## src/rtl/uart_tx.sv

```systemverilog
// UART transmitter: start bit, 8 data bits LSB-first, optional parity,
// and 1 or 2 stop bits, fed by an enable/data/busy byte handshake.
module uart_tx #(
    parameter int CLKS_PER_BIT = 104,
    parameter int PARITY       = 0,
    parameter int STOP_BITS    = 1
) (
    input  logic       clk,
    input  logic       rst,
    input  logic       tx_en,
    input  logic [7:0] tx_data,
    output logic       tx_busy,
    output logic       txd
);

    localparam int BW = (CLKS_PER_BIT > 1) ? $clog2(CLKS_PER_BIT) : 1;
    localparam logic [BW-1:0] BAUD_MAX = BW'(CLKS_PER_BIT - 1);
    localparam logic [2:0] STOP_MAX = 3'(STOP_BITS - 1);
    localparam logic ODD = (PARITY == 1);

    if (CLKS_PER_BIT < 2) begin : g_bad_cpb
        $error("uart_tx: CLKS_PER_BIT must be >= 2");
    end
    if (PARITY < 0 || PARITY > 2) begin : g_bad_parity
        $error("uart_tx: PARITY must be 0, 1 or 2");
    end
    if (STOP_BITS < 1 || STOP_BITS > 2) begin : g_bad_stop
        $error("uart_tx: STOP_BITS must be 1 or 2");
    end

    typedef enum logic [2:0] {
        IDLE,
        START,
        DATA,
        PAR,
        STOP
    } state_t;

    state_t        state_q;
    logic [BW-1:0] baud_q;
    logic [2:0]    bit_q;
    logic [7:0]    shift_q;
    logic          par_q;
    logic          txd_q;
    logic          busy_q;
    logic          wrap;

    assign wrap    = (baud_q == BAUD_MAX);
    assign txd     = txd_q;
    assign tx_busy = busy_q;

    always_ff @(posedge clk) begin
        if (rst) begin
            state_q <= IDLE;
            baud_q  <= '0;
            bit_q   <= '0;
            shift_q <= '0;
            par_q   <= 1'b0;
            txd_q   <= 1'b1;
            busy_q  <= 1'b0;
        end else begin
            if (state_q != IDLE) begin
                baud_q <= wrap ? '0 : baud_q + 1'b1;
            end
            unique case (state_q)
                IDLE: begin
                    if (tx_en) begin
                        state_q <= START;
                        txd_q   <= 1'b0;
                        busy_q  <= 1'b1;
                        shift_q <= tx_data;
                        // parity frozen from the accepted byte, not the shifter
                        par_q   <= (^tx_data) ^ ODD;
                        baud_q  <= '0;
                        bit_q   <= '0;
                    end
                end
                START: begin
                    if (wrap) begin
                        state_q <= DATA;
                        txd_q   <= shift_q[0];
                    end
                end
                DATA: begin
                    if (wrap) begin
                        shift_q <= shift_q >> 1;
                        if (bit_q == 3'd7) begin
                            bit_q <= '0;
                            if (PARITY != 0) begin
                                state_q <= PAR;
                                txd_q   <= par_q;
                            end else begin
                                state_q <= STOP;
                                txd_q   <= 1'b1;
                            end
                        end else begin
                            bit_q <= bit_q + 3'd1;
                            txd_q <= shift_q[1];
                        end
                    end
                end
                PAR: begin
                    if (wrap) begin
                        state_q <= STOP;
                        txd_q   <= 1'b1;
                    end
                end
                STOP: begin
                    if (wrap) begin
                        if (bit_q == STOP_MAX) begin
                            state_q <= IDLE;
                            busy_q  <= 1'b0;
                            bit_q   <= '0;
                        end else begin
                            bit_q <= bit_q + 3'd1;
                        end
                    end
                end
                default: begin
                    state_q <= IDLE;
                    txd_q   <= 1'b1;
                    busy_q  <= 1'b0;
                end
            endcase
        end
    end

endmodule

```

## config.mk

```make
export PLATFORM = sky130hd
export DESIGN_NAME = uart_tx
export DESIGN_NICKNAME = d
export VERILOG_FILES = /design/src/rtl/uart_tx.sv
export SDC_FILE = /design/constraint.sdc
export NUM_CORES = 1
export LEC_CHECK = 0
export CORE_MARGIN = 2
export CORE_UTILIZATION = 38
export DETAILED_ROUTE_END_ITERATION = 6
export PLACE_DENSITY = 0.55
export SYNTH_ARGS = -nofsm -noshare
export SYNTH_HDL_FRONTEND = slang
export SYNTH_SLANG_ARGS = --single-unit
```

## constraint.sdc

```tcl
create_clock -name clk -period 1.6 [get_ports clk]
set_clock_uncertainty 0.15 [all_clocks]
set_input_delay 0.32 -clock clk [delete_from_list [all_inputs] [get_ports clk]]
set_output_delay 0.32 -clock clk [all_outputs]
set_load 0.03 [all_outputs]
```

==> metrics.cfg <==
[routing]
dr_wl_met3_um = 62
wl_met1_um = 1500
wl_um = 3340
top_layer_used = met4
met2_length_um = 1740
drc = 0
first_pass_iters = 4
antenna_left = 0
viasPerCell = 5.44
avgRoutedWirePerCell_um = 14.2
vias = 1278
drt_iter0_drc = 40

[global_route]
grt_max_degree = 19
grt_usage = 0.162
grt_pass1_vias = 1127
grt_pass1_wl_um = 4730
grt_overflow_total = 0
antenna_found_initial = 0

[place]
dp_cells = 224
placedInstanceArea_mm2 = 0.00162
post-dp-hpwl_um = 2150
port_buffers = 12
globalplace.congestion = 0.804

[setup_path]
r2r_slack_ps = -50
r2r-start = baud_q[3]
cp.required_ps = 1700
worst_ep_arrival_time_ps = 1750
cp-start-kind = flip-flop
worstSetupPathType = reg -> reg
crit_fanout = 8
cp-end-kind = flip-flop
worstRegToRegCells = 5
r2r-end = bit_q[0]

[final_layout]
instances_no_fill = 235
areaGrowthSynthToFinish_pct = 43.9
diodes = 0
final_area_mm2 = 0.00184
drive_above_1_share = 0.370
nFillCells = 314
finalNetCount = 205
utilization = 0.559

[floorplanning]
start_util = 0.389
die_h_um = 62.0
io_pins = 13
die_w_um = 62.0
rows = 21
core_area_mm2 = 0.00328
fp.dieArea_mm2 = 0.00384

[logic_synthesis]
yosysWarnings = 0
syn_area_per_cell_um2 = 8.68
synth-seq-cells = 23
synth_top_cell_area_share = 0.361
ys.flop_type = dfxtp_1
synth_cell_types = 41
synth_area_leaders = dfxtp_1, mux2i_1, a311oi_1
synth_nets = 162
ys_seq_area_frac = 0.361
syn_area_mm2 = 0.00128
synth-edff-count = 0
yosysTopAreaCell = dfxtp_1
syn_inst = 147
async_flop_share = 0

[timing]
rsz0062_at_grt = yes
final.setup.tns_ps = -47.2
hold_viol_final = 0
timing.final.crit_share = 1.03
min_period_ps = 1650
setup_violations = 1
slew_headroom = 0.797
fin_ws_ps = -47.2
slew_viol_final = 0
fmax_mhz = 607
fin_hold_ws_ps = 342
worst_pin_slew_ps = 304

[clock_network]
cts_buffers = 3
cts_tree = yes
clk_pin_slew_ps = 130
clk_latency_ps = 320
clockBufferDepth = 2
cts_root_buf = clkbuf_4
cts.htree.levels = 1
hold_buffers = 0
clkSinkCount = 23

[min_path]
whs_path_depth = 2
min_path_type = reg -> reg
hold_start = bit_q[1]
holdPathEnd = bit_q[1]

[status]
status = finished with violations
violations = negative setup slack

[pwr]
peakVddDrop_uv = 325
p_leak_uw = 0.000720
power_density_mw_per_mm2 = 602

[run]
maxCapViolations = 0

## cells in the mapped netlist, types with 2 or more instances
master     count
inv_1          5
a22oi_1        3
or4_1          2
nor2_1        10
o211ai_1       3
nor3_1         5
buf_6          2
buf_2          5
dfxtp_1       23
and2_1         2
a21oi_1       15
nand3b_1       2
nand3_1        4
a311oi_1       9
o21ai_0        7
nand2_1        9
ha_1           4
nor2b_1        4
mux2i_1        9
clkbuf_1       2
o2bb2ai_1      2
## worst max-delay path, cell delays in order (launching register included)
cell      delay, ps
dfxtp_2         340
and4bb_1        270
buf_6           150
nand2_4          50
or4_4           540
o31ai_4          70
## timing repair
action,CTS,global route
setup buffers,0,6
gates cloned,0,1
setup endpoints to repair,15,17
pin swaps,1,6
gates resized for setup,9,28
## stage by stage
stage | setup WS, ps | power (uW)
after floorplan | 8.10 | 724
after global placement | -279 | 807
after detailed placement | -365 | 811
after CTS | -29.1 | 1090
after global routing | -97.8 | 1160
final | -47.2 | 1110
## cell families after synthesis
family,synth area share
compound gates,0.268
simple gates,0.200
flops,0.361
buf+inv,0.0618
mux,0.0706
fa+ha+maj,0.0392
## registers in the layout, indices dropped and copies added, names as in the netlist
signal,cells
state_q,3
txd,1
tx_busy,1
bit_q,3
baud_q,7
shift_q,8
## area by class of cell
class	instances	area, um^2	area share
Tap cell	46	57.6	0.0313
Multi-Input combinational cell	110	870	0.473
Inverter	5	18.8	0.0102
Timing Repair Buffer	47	392	0.213
Clock inverter	1	5.00	0.00272
Sequential cell	23	472	0.257
Clock buffer	3	22.5	0.0123
## where the power goes
part           switching [uW]  internal [uW]
Clock                     184           93.7
Combinational             105            108
Sequential               17.8            597
Total                     307            799
## worst max-delay path by stage
stage	start	to	slack (ps)	cells after the start
CTS	bit_q[0]	bit_q[0]	-30	6
global placement	tx_en	shift_q[7]	-280	5
finish	baud_q[3]	bit_q[0]	-50	5
global route	baud_q[3]	bit_q[0]	-100	5
detailed placement	tx_en	shift_q[2]	-360	5
floorplan	baud_q[0]	bit_q[0]	8	6
## per-layer routing
layer / vias up / track usage
li1: 641 / -
met1: 613 / 0.200
met2: 19 / 0.292
met3: 5 / 0.0248
met4: 0 / 0.0456
met5: - / 0
## cells in the final DEF, fill, tap and decap left out, types with 5 or more instances in the layout
cell,n
inv_1,5
dfxtp_2,6
nor2_1,10
mux2i_1,9
clkdlybuf4s50_1,10
a311oi_2,7
dfxtp_1,16
a21oi_1,15
buf_4,32
nor3_1,5
nand2_1,9
(Power assumes the default switching activity.)
